### src/rtl/pslip_grant_arb.sv
// Priority-aware round-robin grant arbiter for one pSLIP output port.
// Max priority is found by an MSB-first bit-serial scan over per-port candidate lanes.

module pslip_grant_arb_lane #(
    parameter int C  = 4,
    parameter int BW = 2
) (
    input  logic          clk,
    input  logic          reset,
    input  logic          load,
    input  logic          scan,
    input  logic [BW-1:0] bsel,
    input  logic          any_hit,
    input  logic [C-1:0]  pri_in,
    output logic [C-1:0]  pri_q,
    output logic          cand,
    output logic          hit
);
    assign hit = cand & pri_q[bsel];

    // A candidate drops out only when some other candidate has a 1 in this bit.
    always_ff @(posedge clk) begin
        if (!reset) begin
            pri_q <= '0;
            cand  <= 1'b0;
        end else if (load) begin
            pri_q <= pri_in;
            cand  <= |pri_in;
        end else if (scan && any_hit && !pri_q[bsel]) begin
            cand  <= 1'b0;
        end
    end
endmodule

module pslip_grant_arb #(
    parameter int N  = 16,
    parameter int C  = 4,
    parameter int PW = $clog2(N)
) (
    input  logic                clk,
    input  logic                reset,
    input  logic                start,
    input  logic                first_iter,
    input  logic [N-1:0][C-1:0] req_pri,
    input  logic                resp_valid,
    input  logic                resp_accept,
    output logic [N-1:0]        gnt,
    output logic [PW-1:0]       gnt_idx,
    output logic [C-1:0]        gnt_pri,
    output logic                gnt_valid,
    output logic                done,
    output logic                busy,
    output logic [PW-1:0]       ptr
);
    localparam int KW = (C > 1) ? $clog2(C) : 1;

    localparam logic [1:0] S_IDLE  = 2'd0;
    localparam logic [1:0] S_SCAN  = 2'd1;
    localparam logic [1:0] S_PICK  = 2'd2;
    localparam logic [1:0] S_GRANT = 2'd3;

    logic [1:0]          state;
    logic [KW-1:0]       k;
    logic                fi_q;
    logic [KW-1:0]       bsel;
    logic [N-1:0]        cand, hit;
    logic [N-1:0][C-1:0] pri_all;
    logic                any_hit, load, scan;
    logic                win_found;
    logic [PW-1:0]       win_idx;

    assign bsel    = KW'(C-1) - k;
    assign any_hit = |hit;
    assign load    = (state == S_IDLE) && start;
    assign scan    = (state == S_SCAN);
    assign busy    = (state != S_IDLE);

    for (genvar gi = 0; gi < N; gi++) begin : g_lane
        pslip_grant_arb_lane #(.C(C), .BW(KW)) u_lane (
            .clk     (clk),
            .reset   (reset),
            .load    (load),
            .scan    (scan),
            .bsel    (bsel),
            .any_hit (any_hit),
            .pri_in  (req_pri[gi]),
            .pri_q   (pri_all[gi]),
            .cand    (cand[gi]),
            .hit     (hit[gi])
        );
    end

    // Explicit wrap so the cyclic search stays correct when N is not a power of 2.
    function automatic logic [PW-1:0] wrap_add(input logic [PW-1:0] p, input int j);
        int s;
        s = int'(p) + j;
        if (s >= N) s = s - N;
        return PW'(s);
    endfunction

    always_comb begin
        win_found = 1'b0;
        win_idx   = '0;
        for (int j = 0; j < N; j++) begin
            if (!win_found && cand[wrap_add(ptr, j)]) begin
                win_found = 1'b1;
                win_idx   = wrap_add(ptr, j);
            end
        end
    end

    always_ff @(posedge clk) begin
        if (!reset) begin
            state     <= S_IDLE;
            k         <= '0;
            fi_q      <= 1'b0;
            ptr       <= '0;
            gnt       <= '0;
            gnt_idx   <= '0;
            gnt_pri   <= '0;
            gnt_valid <= 1'b0;
            done      <= 1'b0;
        end else begin
            done <= 1'b0;
            case (state)
                S_IDLE: if (start) begin
                    fi_q  <= first_iter;
                    k     <= '0;
                    state <= S_SCAN;
                end
                S_SCAN: begin
                    k <= k + KW'(1);
                    if (k == KW'(C-1)) state <= S_PICK;
                end
                S_PICK: if (win_found) begin
                    gnt          <= '0;
                    gnt[win_idx] <= 1'b1;
                    gnt_idx      <= win_idx;
                    gnt_pri      <= pri_all[win_idx];
                    gnt_valid    <= 1'b1;
                    state        <= S_GRANT;
                end else begin
                    done  <= 1'b1;
                    state <= S_IDLE;
                end
                default: if (resp_valid) begin
                    if (resp_accept && fi_q)
                        ptr <= (gnt_idx == PW'(N-1)) ? '0 : gnt_idx + PW'(1);
                    gnt       <= '0;
                    gnt_idx   <= '0;
                    gnt_pri   <= '0;
                    gnt_valid <= 1'b0;
                    done      <= 1'b1;
                    state     <= S_IDLE;
                end
            endcase
        end
    end
endmodule

### config.mk
export PLATFORM = sky130hd
export DESIGN_NAME = pslip_grant_arb
export DESIGN_NICKNAME = d
export VERILOG_FILES = /design/src/rtl/pslip_grant_arb.sv
export SDC_FILE = /design/constraint.sdc
export NUM_CORES = 1
export LEC_CHECK = 0
export ABC_AREA = 1
export BUFFER_PORTS_ARGS = -buffer_cell sky130_fd_sc_hd__buf_2
export CORE_MARGIN = 10
export CORE_UTILIZATION = 55
export DETAILED_ROUTE_END_ITERATION = 12
export PLACE_DENSITY = 0.73
export SYNTH_ARGS = -nofsm -noshare
export SYNTH_HDL_FRONTEND = slang
export SYNTH_HIERARCHICAL = 1
export SYNTH_SLANG_ARGS = --single-unit
### constraint.sdc
create_clock -name clk -period 7.2 [get_ports clk]
set_input_delay 0.72 -clock clk [delete_from_list [all_inputs] [get_ports clk]]
set_output_delay 0.72 -clock clk [all_outputs]
set_load 0.05 [all_outputs]
==> results of run 1 <==
logic make-up after synthesis:
kind of cell    after synthesis  synth area share
simple gates                898             0.466
buf+inv                     238             0.117
compound gates              145             0.104
flops                       115             0.286
xor+xnor                     11            0.0129
fa+ha+maj                     9            0.0140
registers in the layout, indices dropped and copies added, names as in the netlist:
signal and cells:
ptr 4, k 2, g_lane.u_lane/pri_q 64, g_lane.u_lane/cand 16, gnt 16, gnt_idx 4
state 2, gnt_valid 1, done 1, gnt_pri 4, fi_q 1
cell usage after synthesis, types with 2 or more instances:
| cell type | number |
|---|---|
| nand4_2 | 4 |
| a21oi_2 | 16 |
| nor2_1 | 233 |
| nand3_1 | 148 |
| clkinv_1 | 3 |
| a22oi_1 | 5 |
| xnor2_1 | 2 |
| or2_0 | 2 |
| nand2_2 | 4 |
| nand2_1 | 464 |
| ha_1 | 9 |
| clkbuf_1 | 5 |
| a32oi_1 | 4 |
| o21ai_0 | 63 |
| nor2_4 | 3 |
| nand3_2 | 2 |
| buf_6 | 3 |
| dfxtp_1 | 115 |
| nor2_2 | 8 |
| buf_4 | 3 |
| nand4_1 | 9 |
| xor2_1 | 8 |
| inv_1 | 204 |
| a21oi_1 | 36 |
| nor4_1 | 4 |
| inv_2 | 5 |
| nand3b_1 | 10 |
| o21ai_1 | 14 |
| o21a_1 | 2 |
| nor3_1 | 5 |
| buf_2 | 14 |
placed cells by master (no fill, tap or decap), types with 4 or more instances in the layout:
master,netlist,routed
nand2_1,464,464
clkinvlp_4,0,4
nand4_1,9,9
nand2_2,4,4
a32oi_1,4,4
o21ai_0,63,63
nor3_1,5,5
a21oi_1,36,36
o21ai_1,14,14
ha_1,9,9
nand3_1,148,148
nand3b_1,10,10
nor2_1,233,231
xor2_1,8,8
clkbuf_16,0,17
nand4_2,4,4
dfxtp_1,115,115
a21oi_2,16,16
buf_2,14,100
inv_1,204,204
clkinv_4,0,4
buf_4,3,8
inv_2,5,5
nor2_2,8,9
nor2_4,3,4
nor4_1,4,4
a22oi_1,5,5
power breakdown:
part / leakage (uW) / internal (uW) / switching [uW] / total [uW]
sequential: 0.000945 / 692 / 55.0 / 747
clock: 0.000267 / 487 / 321 / 807
combinational: 0.00365 / 235 / 528 / 762
total: 0.00486 / 1410 / 903 / 2320
through the flow:
step,worst slack [ns],power (uW)
global route,1.10,2460
global placement,1.78,1510
finish,1.63,2320
detailed placement,1.73,1510
CTS,1.72,2320
floorplan,2.65,1320
worst min-delay path, cell delays in order, from the launching register on:
cell and delay (ns):
dfxtp_1 0.30, nand2_1 0.06, a21oi_1 0.05
area by class of cell:
type,instances,area [um^2]
well taps,184,230
repair buffers,108,561
multi-input cells,1063,4810
flip-flops and latches,115,2300
inverters,212,796
fillers,1478,5150
clock inverters,13,126
clock buffers,19,443
per-layer routing:
metal,vias up,part of all wire,GRT usage
li1,4623,-,-
met1,4011,0.45,0.307
met2,263,0.47,0.403
met3,43,0.058,0.0477
met4,0,0.026,0.105
met5,-,0,0
how the worst max path moves through the flow:
stage,to,slack (ns),cells after the start,startpoint
after floorplan,g_lane[0].u_lane/pri_q[0],2.65,5,start
after global placement,gnt_pri[1],1.78,27,ptr[1]
after detailed placement,gnt_pri[2],1.73,27,ptr[1]
after CTS,gnt_pri[1],1.72,27,ptr[1]
after global routing,gnt_pri[2],1.10,27,ptr[1]
final,gnt_pri[2],1.63,27,ptr[1]
==> results.py, run 1 <==
metrics = {
    "timing": {
        "final_hold_viol_count": 0,
        "fin_setup_tns_ns": 0,
        "worst_slew_pin_slew_ns": 1.06,
        "rsz0062_at_grt": "no",
        "drv_slew": 0,
        "max_slew_margin": 0.292,
        "skew_ns": 0.00992,
        "period_share": 0.774,
        "max_freq_mhz": 180,
        "setup_viol": 0,
        "period_needed_ns": 5.57,
        "whs_ns": 0.459,
    },
    "yosys": {
        "yosysTopAreaCellShare": 0.286,
        "synth_warnings": 6,
        "ys_ff_latch": 115,
        "synthDistinctLibCells": 40,
        "async_reset_ff_frac": 0,
        "synth_edf_count": 0,
        "postSynthCellCount": 1416,
        "synthTopCellsByArea": "dfxtp_1 (29%), nand2_1 (22%), nor2_1 (11%), inv_1 (9.5%), nand3_1 (9.2%)",
        "synth_ff_type": "dfxtp_1",
        "yosysTopAreaCell": "dfxtp_1",
        "syn-cell-area_um2": 8050,
        "ys_seq_area_frac": 0.286,
        "synth.net_count": 1495,
        "avgSynthCellArea_um2": 5.68,
    },
    "worst_setup_path": {
        "critPathKind": "flip-flop to flip-flop",
        "critPathCaptureType": "flip-flop",
        "cp_top_family": "simple AND/OR/NAND/NOR gates",
        "slowest_delay_ns": 0.55,
        "critPathMaxFanout": 42,
        "r2r_cells": 27,
        "cpMostUsedCell": "nand2_1",
        "rr_endpoint": "gnt_pri[2]",
        "cp_num_buf_inv": 4,
        "worst_ep_required_time_ns": 7.48,
        "startpoint_type": "flip-flop",
        "worst_ep_arrival_time_ns": 5.85,
        "cp_slowest_cell": "nand2_2",
        "rr_startpoint": "ptr[1]",
        "rrSetupSlack_ns": 1.63,
    },
    "die": {
        "fp.dieW_um": 141,
        "start_util": 0.558,
        "die_area_um2": 19900,
        "fp-row-count": 44,
        "ios": 101,
        "core_area_um2": 14400,
        "die_h_um": 141,
    },
    "cells_and_area": {
        "finish.utilization": 0.643,
        "antenna_cells": 0,
        "fin_cells": 1714,
        "syn_to_final_growth_pct": 15.2,
        "drive_gt1_frac": 0.122,
        "final_area_um2": 9270,
        "nNetsFinal": 1596,
    },
    "placed_design": {
        "dpl-instance-area_um2": 8700,
        "hpwlAfterDp_um": 18300,
        "dpl.cell_count": 1682,
        "routabilityCongestion": 0.929,
        "io_buffers": 100,
    },
    "clocking": {
        "cts_sinks": 115,
        "postCtsResizedCells": 0,
        "cts_buffers": 17,
        "cts_htree_levels": 4,
        "ctsLongestPathBuffers": 2,
        "clk_latency_ns": 0.43,
        "cts_tree": "done",
        "hold_buffers": 0,
        "postCtsSetupRepairBufs": 0,
        "clkTransAtPathRegs_ns": 0.06,
        "cts-root-buf": "clkbuf_16",
    },
    "global_routing": {
        "grt_pass1_wl_um": 40300,
        "track_usage": 0.246,
        "grt_pass1_vias": 8266,
        "grt.overflow.total": 0,
        "antenna_found_initial": 0,
        "grt_max_degree": 75,
    },
    "min_path": {
        "worstHoldEndpoint": "gnt[3]",
        "holdPathStages": 2,
        "hp-class": "flip-flop to flip-flop",
        "min_from": "gnt[3]",
    },
    "route": {
        "first_pass_iters": 5,
        "drc_errors": 0,
        "dr.first_iter.drc_count": 633,
        "viasPerCell": 5.22,
        "route.vias.total": 8940,
        "detail-route-antenna-nets": 0,
        "routed_wirelength_um": 24800,
        "wl_per_cell_um": 14.5,
    },
    "status": {
        "status": "finished clean",
    },
    "power_and_ir_drop": {
        "leakage_uw": 0.00486,
        "power.density_nw_per_um2": 250,
        "peakVddDrop_mv": 0.292,
    },
    "flow_run": {
        "maxCapViolations": 0,
    },
}
(Power assumes the default switching activity.)
==> run 2: changes to the inputs <==
Settings changed: ABC_AREA 1 to 0, CORE_UTILIZATION 55 to 54, PLACE_DENSITY 0.73 to 0.75.
Clock period 7.2 ns to 4.6 ns, I/O delays scaled along.
==> run 2 against run 1 <==
Setup slack lost 1.5 ns. Sequential power rose by 50%. First-iteration DRC count increased by 25%. Design area is 12% higher. Combinational power up 25%. Clock power is 64% higher. Fmax is 24% higher. Via count shrank 7.8%. Largest power group unchanged. Utilization increased by 1.1 points. Hold slack worse by 0.17 ns.
==> results.py, run 2 <==
metrics = {
    "timing": {
        "max_freq_mhz": 223,
        "skew_ns": 0.00929,
        "worst_slew_pin_slew_ns": 0.840,
        "final_hold_viol_count": 0,
        "max_slew_margin": 0.440,
        "period_needed_ns": 4.49,
        "fin_setup_tns_ns": 0,
        "setup_viol": 0,
        "whs_ns": 0.290,
        "period_share": 0.975,
        "drv_slew": 0,
    },
    "yosys": {
        "synth_warnings": 6,
        "syn-cell-area_um2": 8750,
        "avgSynthCellArea_um2": 9.11,
        "yosysTopAreaCell": "dfxtp_1",
        "synthDistinctLibCells": 88,
        "synth.net_count": 1040,
        "synth.most_common_cell": "dfxtp_1",
        "synth_ff_type": "dfxtp_1",
        "synthTopCellsByArea": "dfxtp_1 (26%), mux2i_1 (12%), nor2b_1 (6.5%), mux2_4 (5.5%), mux4_2 (5.1%)",
        "ys_seq_area_frac": 0.263,
        "ys_ff_latch": 115,
        "postSynthCellCount": 961,
        "async_reset_ff_frac": 0,
        "synth_edf_count": 0,
        "yosysTopAreaCellShare": 0.263,
        "ys_top_cells_by_count": "dfxtp_1 (115), mux2i_1 (103), nor2b_1 (91)",
    },
    "global_routing": {
        "grt_pass1_vias": 7801,
        "grt_max_degree": 89,
        "antenna_found_initial": 0,
        "grt.overflow.total": 0,
        "grt_pass1_wl_um": 42600,
        "track_usage": 0.241,
    },
    "cells_and_area": {
        "regMostFlops": "g_lane.u_lane/pri_q",
        "antenna_cells": 0,
        "final_area_um2": 10400,
        "final_common_cell": "dfxtp_1",
        "drive_gt1_frac": 0.286,
        "final_cell_mix": "dfxtp_1 (112), mux2i_1 (100), buf_2 (99)",
        "largest_reg_flops": 64,
        "reg_top3": "g_lane.u_lane/pri_q (64), g_lane.u_lane/cand (16), gnt (16)",
        "nFillCells": 1319,
        "nNetsFinal": 1160,
        "multi_input_area_um2": 6070,
        "syn_to_final_growth_pct": 18.6,
        "layout.area.seq_um2": 2310,
    },
    "route": {
        "drc_errors": 0,
        "detail-route-antenna-nets": 0,
        "viasPerCell": 6.30,
        "routed_wirelength_um": 27300,
        "route.vias.total": 8241,
        "wl_per_cell_um": 20.9,
        "dr.first_iter.drc_count": 794,
        "first_pass_iters": 5,
    },
    "clocking": {
        "cts_htree_levels": 4,
        "ctsLongestPathBuffers": 2,
        "clk_latency_ns": 0.43,
        "cts-root-buf": "clkbuf_16",
        "cts_buffers": 17,
        "cts_sinks": 115,
        "clkTransAtPathRegs_ns": 0.05,
        "cts_tree": "done",
    },
    "placed_design": {
        "routabilityCongestion": 0.974,
        "io_buffers": 100,
        "dpl-instance-area_um2": 9640,
        "hpwlAfterDp_um": 19800,
    },
    "status": {
        "status": "finished clean",
    },
    "worst_setup_path": {
        "critPathMaxFanout": 9,
        "critPathCaptureType": "flip-flop",
        "startpoint_type": "flip-flop",
        "worst_ep_arrival_time_ns": 4.82,
        "worst_ep_required_time_ns": 4.93,
        "critPathKind": "flip-flop to flip-flop",
    },
    "power_and_ir_drop": {
        "power_frac_seq": 0.331,
        "power_uw": 3390,
        "p_int_uw": 2320,
        "clockPowerShare": 0.388,
        "pwr-share-comb": 0.280,
        "leakage_uw": 0.00430,
        "peakVddDrop_mv": 0.235,
        "switchingPower_uw": 1080,
        "swShare": 0.317,
        "power.density_nw_per_um2": 327,
    },
    "die": {
        "fp.dieW_um": 147,
        "start_util": 0.551,
        "core_area_um2": 15900,
        "die_h_um": 147,
        "die_area_um2": 21700,
        "ios": 101,
        "fp-row-count": 46,
    },
    "flow_run": {
        "maxCapViolations": 0,
    },
    "min_path": {
        "hp-class": "input port to flip-flop",
    },
}
-- run 2: changes by cell type after synthesis, sizes merged, moves of 58 or more --
cell   change
inv      -158
mux2      +58
mux2i    +104
nand2    -394
nand3    -131
nor2     -183
nor2b     +91
o21ai     -60
-- run 2: kinds of logic (layout without fill, tap and decap cells) --
family / count (synthesis) / count (layout) / share of synthesized area
buf+inv: 100 / 231 / 0.0527
flops: 115 / 115 / 0.263
xor+xnor: 12 / 12 / 0.0137
compound gates: 199 / 199 / 0.185
mux: 182 / 182 / 0.259
fa+ha+maj: 9 / 9 / 0.0129
simple gates: 344 / 344 / 0.214
-- run 2: power groups by stage --
stage	registers, uW	clock network [uW]	logic (uW)
after floorplan	1110	0	638
after global placement	1140	0	852
after CTS	1120	1320	868
after global routing	1130	1370	1020
final	1120	1320	951
after detailed placement	1140	0	861
-- run 2: worst max-delay path, cell delays in order (launching register included) --
cell      delay [ns]
dfxtp_4         0.34
clkinv_1        0.07
ha_2            0.42
buf_4           0.18
mux4_2          0.50
mux2i_1         0.22
mux2_2          0.26
nand3b_1        0.12
nand4b_4        0.29
nor4b_4         0.31
nand2_2         0.19
o32ai_4         0.36
buf_12          0.17
buf_12          0.15
mux2i_1         0.10
a22oi_1         0.27
o221ai_1        0.22
o211ai_1        0.21
-- run 2: routing by layer --
layer | track usage | wire length [um]
met1 | 0.307 | 11600
met2 | 0.394 | 13100
met3 | 0.0430 | 1640
met4 | 0.0981 | 983
met5 | 0 | 0
-- run 2: repair_timing --
| item | CTS | global route |
|---|---|---|
| endpoints found under the hold margin | 0 | 0 |
| resized for setup | 0 | 16 |
| hold buffers | 0 | 0 |
| setup buffers | 0 | 3 |
| endpoints found under the setup margin | 0 | 20 |
-- run 2: final timing paths --
path | slack [ns] | to | depth (start not counted) | startpoint
setup reg to reg | 0.11 | gnt_pri[3] | 17 | ptr[2]
hold / removal | 0.29 | fi_q | 3 | first_iter
hold reg to reg | 0.46 | gnt_valid | 2 | gnt_valid
setup / recovery | 0.11 | gnt_pri[3] | 17 | ptr[2]
-- run 2: cell type report --
cell class              count  area share
clock buffers              22      0.0468
clock inverters             8     0.00976
inverters                  52      0.0190
multi-input cells         746       0.585
flip-flops and latches    115       0.223
well taps                 216      0.0260
repair buffers            149      0.0909
-- run 2: through the flow --
step	utilization	std cells	setup slack, ns
after floorplan	-	961	0.0274
after global placement	0.607	1273	0.108
after detailed placement	0.607	1273	0.146
after CTS	0.644	1303	0.0995
after global routing	0.653	1308	-0.0760
final	0.653	1308	0.115
==> run 3: changes to the inputs <==
Settings changed: ABC_CLOCK_PERIOD_IN_PS set to 4600, REMOVE_ABC_BUFFERS set to 1.
==> run 3 against run 2 <==
Flip-flop and latch count unchanged. Critical path depth decreased by 2. Non-clock buffer count increased by 3. Largest cell class unchanged.
==> results.py, run 3 (synthesis results as in run 2) <==
metrics = {
    "route": {
        "drc_errors": 0,
        "detail-route-antenna-nets": 0,
        "wl_per_cell_um": 20.1,
        "first_pass_iters": 5,
        "routed_wirelength_um": 26300,
        "dr.first_iter.drc_count": 722,
        "route.vias.total": 8186,
        "viasPerCell": 6.24,
    },
    "die": {
        "die_h_um": 147,
        "fp-row-count": 46,
        "core_area_um2": 15900,
        "fp.dieW_um": 147,
        "start_util": 0.551,
        "die_area_um2": 21700,
        "ios": 101,
    },
    "global_routing": {
        "antenna_found_initial": 0,
        "grt_pass1_wl_um": 42800,
        "grt.overflow.total": 0,
        "grt_max_degree": 84,
        "grt_pass1_vias": 8161,
        "track_usage": 0.237,
    },
    "worst_setup_path": {
        "r2r_cells": 15,
        "cp_slowest_cell": "mux4_2",
        "worst_ep_required_time_ns": 4.89,
        "rr_startpoint": "ptr[1]",
        "critPathCaptureType": "flip-flop",
        "worst_ep_arrival_time_ns": 4.69,
        "critPathKind": "flip-flop to flip-flop",
        "worstPathCellList": "inv_1 -> ha_4 -> mux4_2 -> nand4_1 -> nand4_2 -> buf_4 -> nand2b_1 -> or3_1 -> o21ai_2 -> nor4_1 -> o32ai_4 -> clkbuf_16 -> mux2_2 -> o221ai_1 -> o211ai_1",
        "crit_start": "ptr[1]",
        "crit_end": "gnt_pri[2]",
        "critPathMaxFanout": 17,
        "cp_top_family": "simple AND/OR/NAND/NOR gates",
        "startpoint_type": "flip-flop",
        "cp_num_buf_inv": 3,
        "rrSetupSlack_ns": 0.19,
        "rr_endpoint": "gnt_pri[2]",
        "worst-path-stages": 15,
        "slowest_delay_ns": 0.56,
    },
    "cells_and_area": {
        "drive_gt1_frac": 0.281,
        "finish.utilization": 0.649,
        "fin_cells": 1312,
        "reg_top3": "g_lane.u_lane/pri_q (64), g_lane.u_lane/cand (16), gnt (16)",
        "syn_to_final_growth_pct": 17.8,
        "largest_reg_flops": 64,
        "nNetsFinal": 1163,
        "regMostFlops": "g_lane.u_lane/pri_q",
        "antenna_cells": 0,
        "final_common_cell": "dfxtp_1",
        "final_cell_mix": "dfxtp_1 (115), mux2i_1 (103), buf_2 (99)",
    },
    "clocking": {
        "hold_buffers": 0,
        "cts_buffers": 17,
        "cts_sinks": 115,
        "ctsLongestPathBuffers": 2,
        "clkTransAtPathRegs_ns": 0.05,
        "clk_latency_ns": 0.42,
        "cts_htree_levels": 4,
        "cts_tree": "done",
        "cts-root-buf": "clkbuf_16",
    },
    "timing": {
        "final_hold_viol_count": 0,
        "drv_slew": 0,
        "setup_viol": 0,
        "rsz0062_at_grt": "no",
        "period_share": 0.958,
        "max_slew_margin": 0.454,
        "worst_slew_pin_slew_ns": 0.819,
        "skew_ns": 0.0110,
        "period_needed_ns": 4.41,
        "max_freq_mhz": 227,
    },
    "placed_design": {
        "routabilityCongestion": 0.960,
        "io_buffers": 100,
        "hpwlAfterDp_um": 19400,
        "dpl.cell_count": 1278,
    },
    "power_and_ir_drop": {
        "leakage_uw": 0.00427,
        "peakVddDrop_mv": 0.294,
        "power_uw": 3270,
        "power.density_nw_per_um2": 317,
    },
    "status": {
        "status": "finished clean",
    },
    "flow_run": {
        "maxCapViolations": 0,
    },
    "min_path": {
        "hp-class": "input port to flip-flop",
    },
}
==> run 3: cell types whose count changed in the layout (fill, tap and decap cells not counted), moves of 2 or more <==
cell        change
clkinv_4        +2
clkbuf_16       -2
ha_2            -2
dfxtp_4         -2
dfxtp_1         +3
clkinvlp_4      +3
mux2i_2         -3
mux2i_1         +3
buf_4           +4
ha_4            +2
==> run 3: how the worst min path moves through the flow <==
stage / slack [ns] / from / endpoint / cells after the start
final: 0.29 / first_iter / fi_q / 3
after global routing: 0.32 / req_pri[55] / g_lane[13].u_lane/cand / 3
after CTS: 0.29 / first_iter / fi_q / 3
after detailed placement: 0.46 / gnt_valid / gnt_valid / 2
after global placement: 0.45 / fi_q / fi_q / 2
after floorplan: 0.44 / fi_q / fi_q / 2
==> run 3: timing repair <==
item / 4_1_cts / 5_1_grt
setup endpoints to repair: 2 / 19
cloned: 0 / 1
setup buffers: 0 / 2
pin swaps: 0 / 3
gates resized for setup: 1 / 12
==> run 3: where the power goes <==
| group | total [uW] | internal [uW] | switching [uW] |
|---|---|---|---|
| Sequential | 1120 | 1050 | 72.1 |
| Combinational | 910 | 396 | 514 |
| Clock | 1230 | 751 | 481 |
==> run 3: cell type report <==
| cell class | instances | area (um^2) |
|---|---|---|
| inverters | 52 | 198 |
| repair buffers | 152 | 940 |
| multi-input cells | 746 | 6050 |
| well taps | 216 | 270 |
| clock inverters | 12 | 111 |
| fillers | 1321 | 5570 |
| flip-flops and latches | 115 | 2300 |
| clock buffers | 19 | 443 |
==> run 3: metrics by stage <==
step / setup TNS, ns / cell area (um^2) / hold WS (ns) / worst slack (ns)
finish: 0 / 10300 / 0.294 / 0.195
detailed placement: 0 / 9660 / 0.459 / 0.0124
floorplan: -31.63 / 8490 / 0.444 / -1.54
global route: 0 / 10300 / 0.319 / 0.0206
CTS: 0 / 10200 / 0.295 / 0.0334
global placement: 0 / 9660 / 0.454 / 0.0700
==> run 3: worst min-delay path, stage by stage <==
cell and delay [ns]:
buf_2 0.10, nand2_1 0.04, a21boi_0 0.06
==> run 3: routing by layer <==
layer / up-vias / wire length (um) / global-route usage
met4: 0 / 1000 / 0.108
met1: 3907 / 11000 / 0.298
li1: 3832 / - / -
met3: 81 / 1790 / 0.0375
met2: 366 / 12500 / 0.389
met5: - / 0 / 0
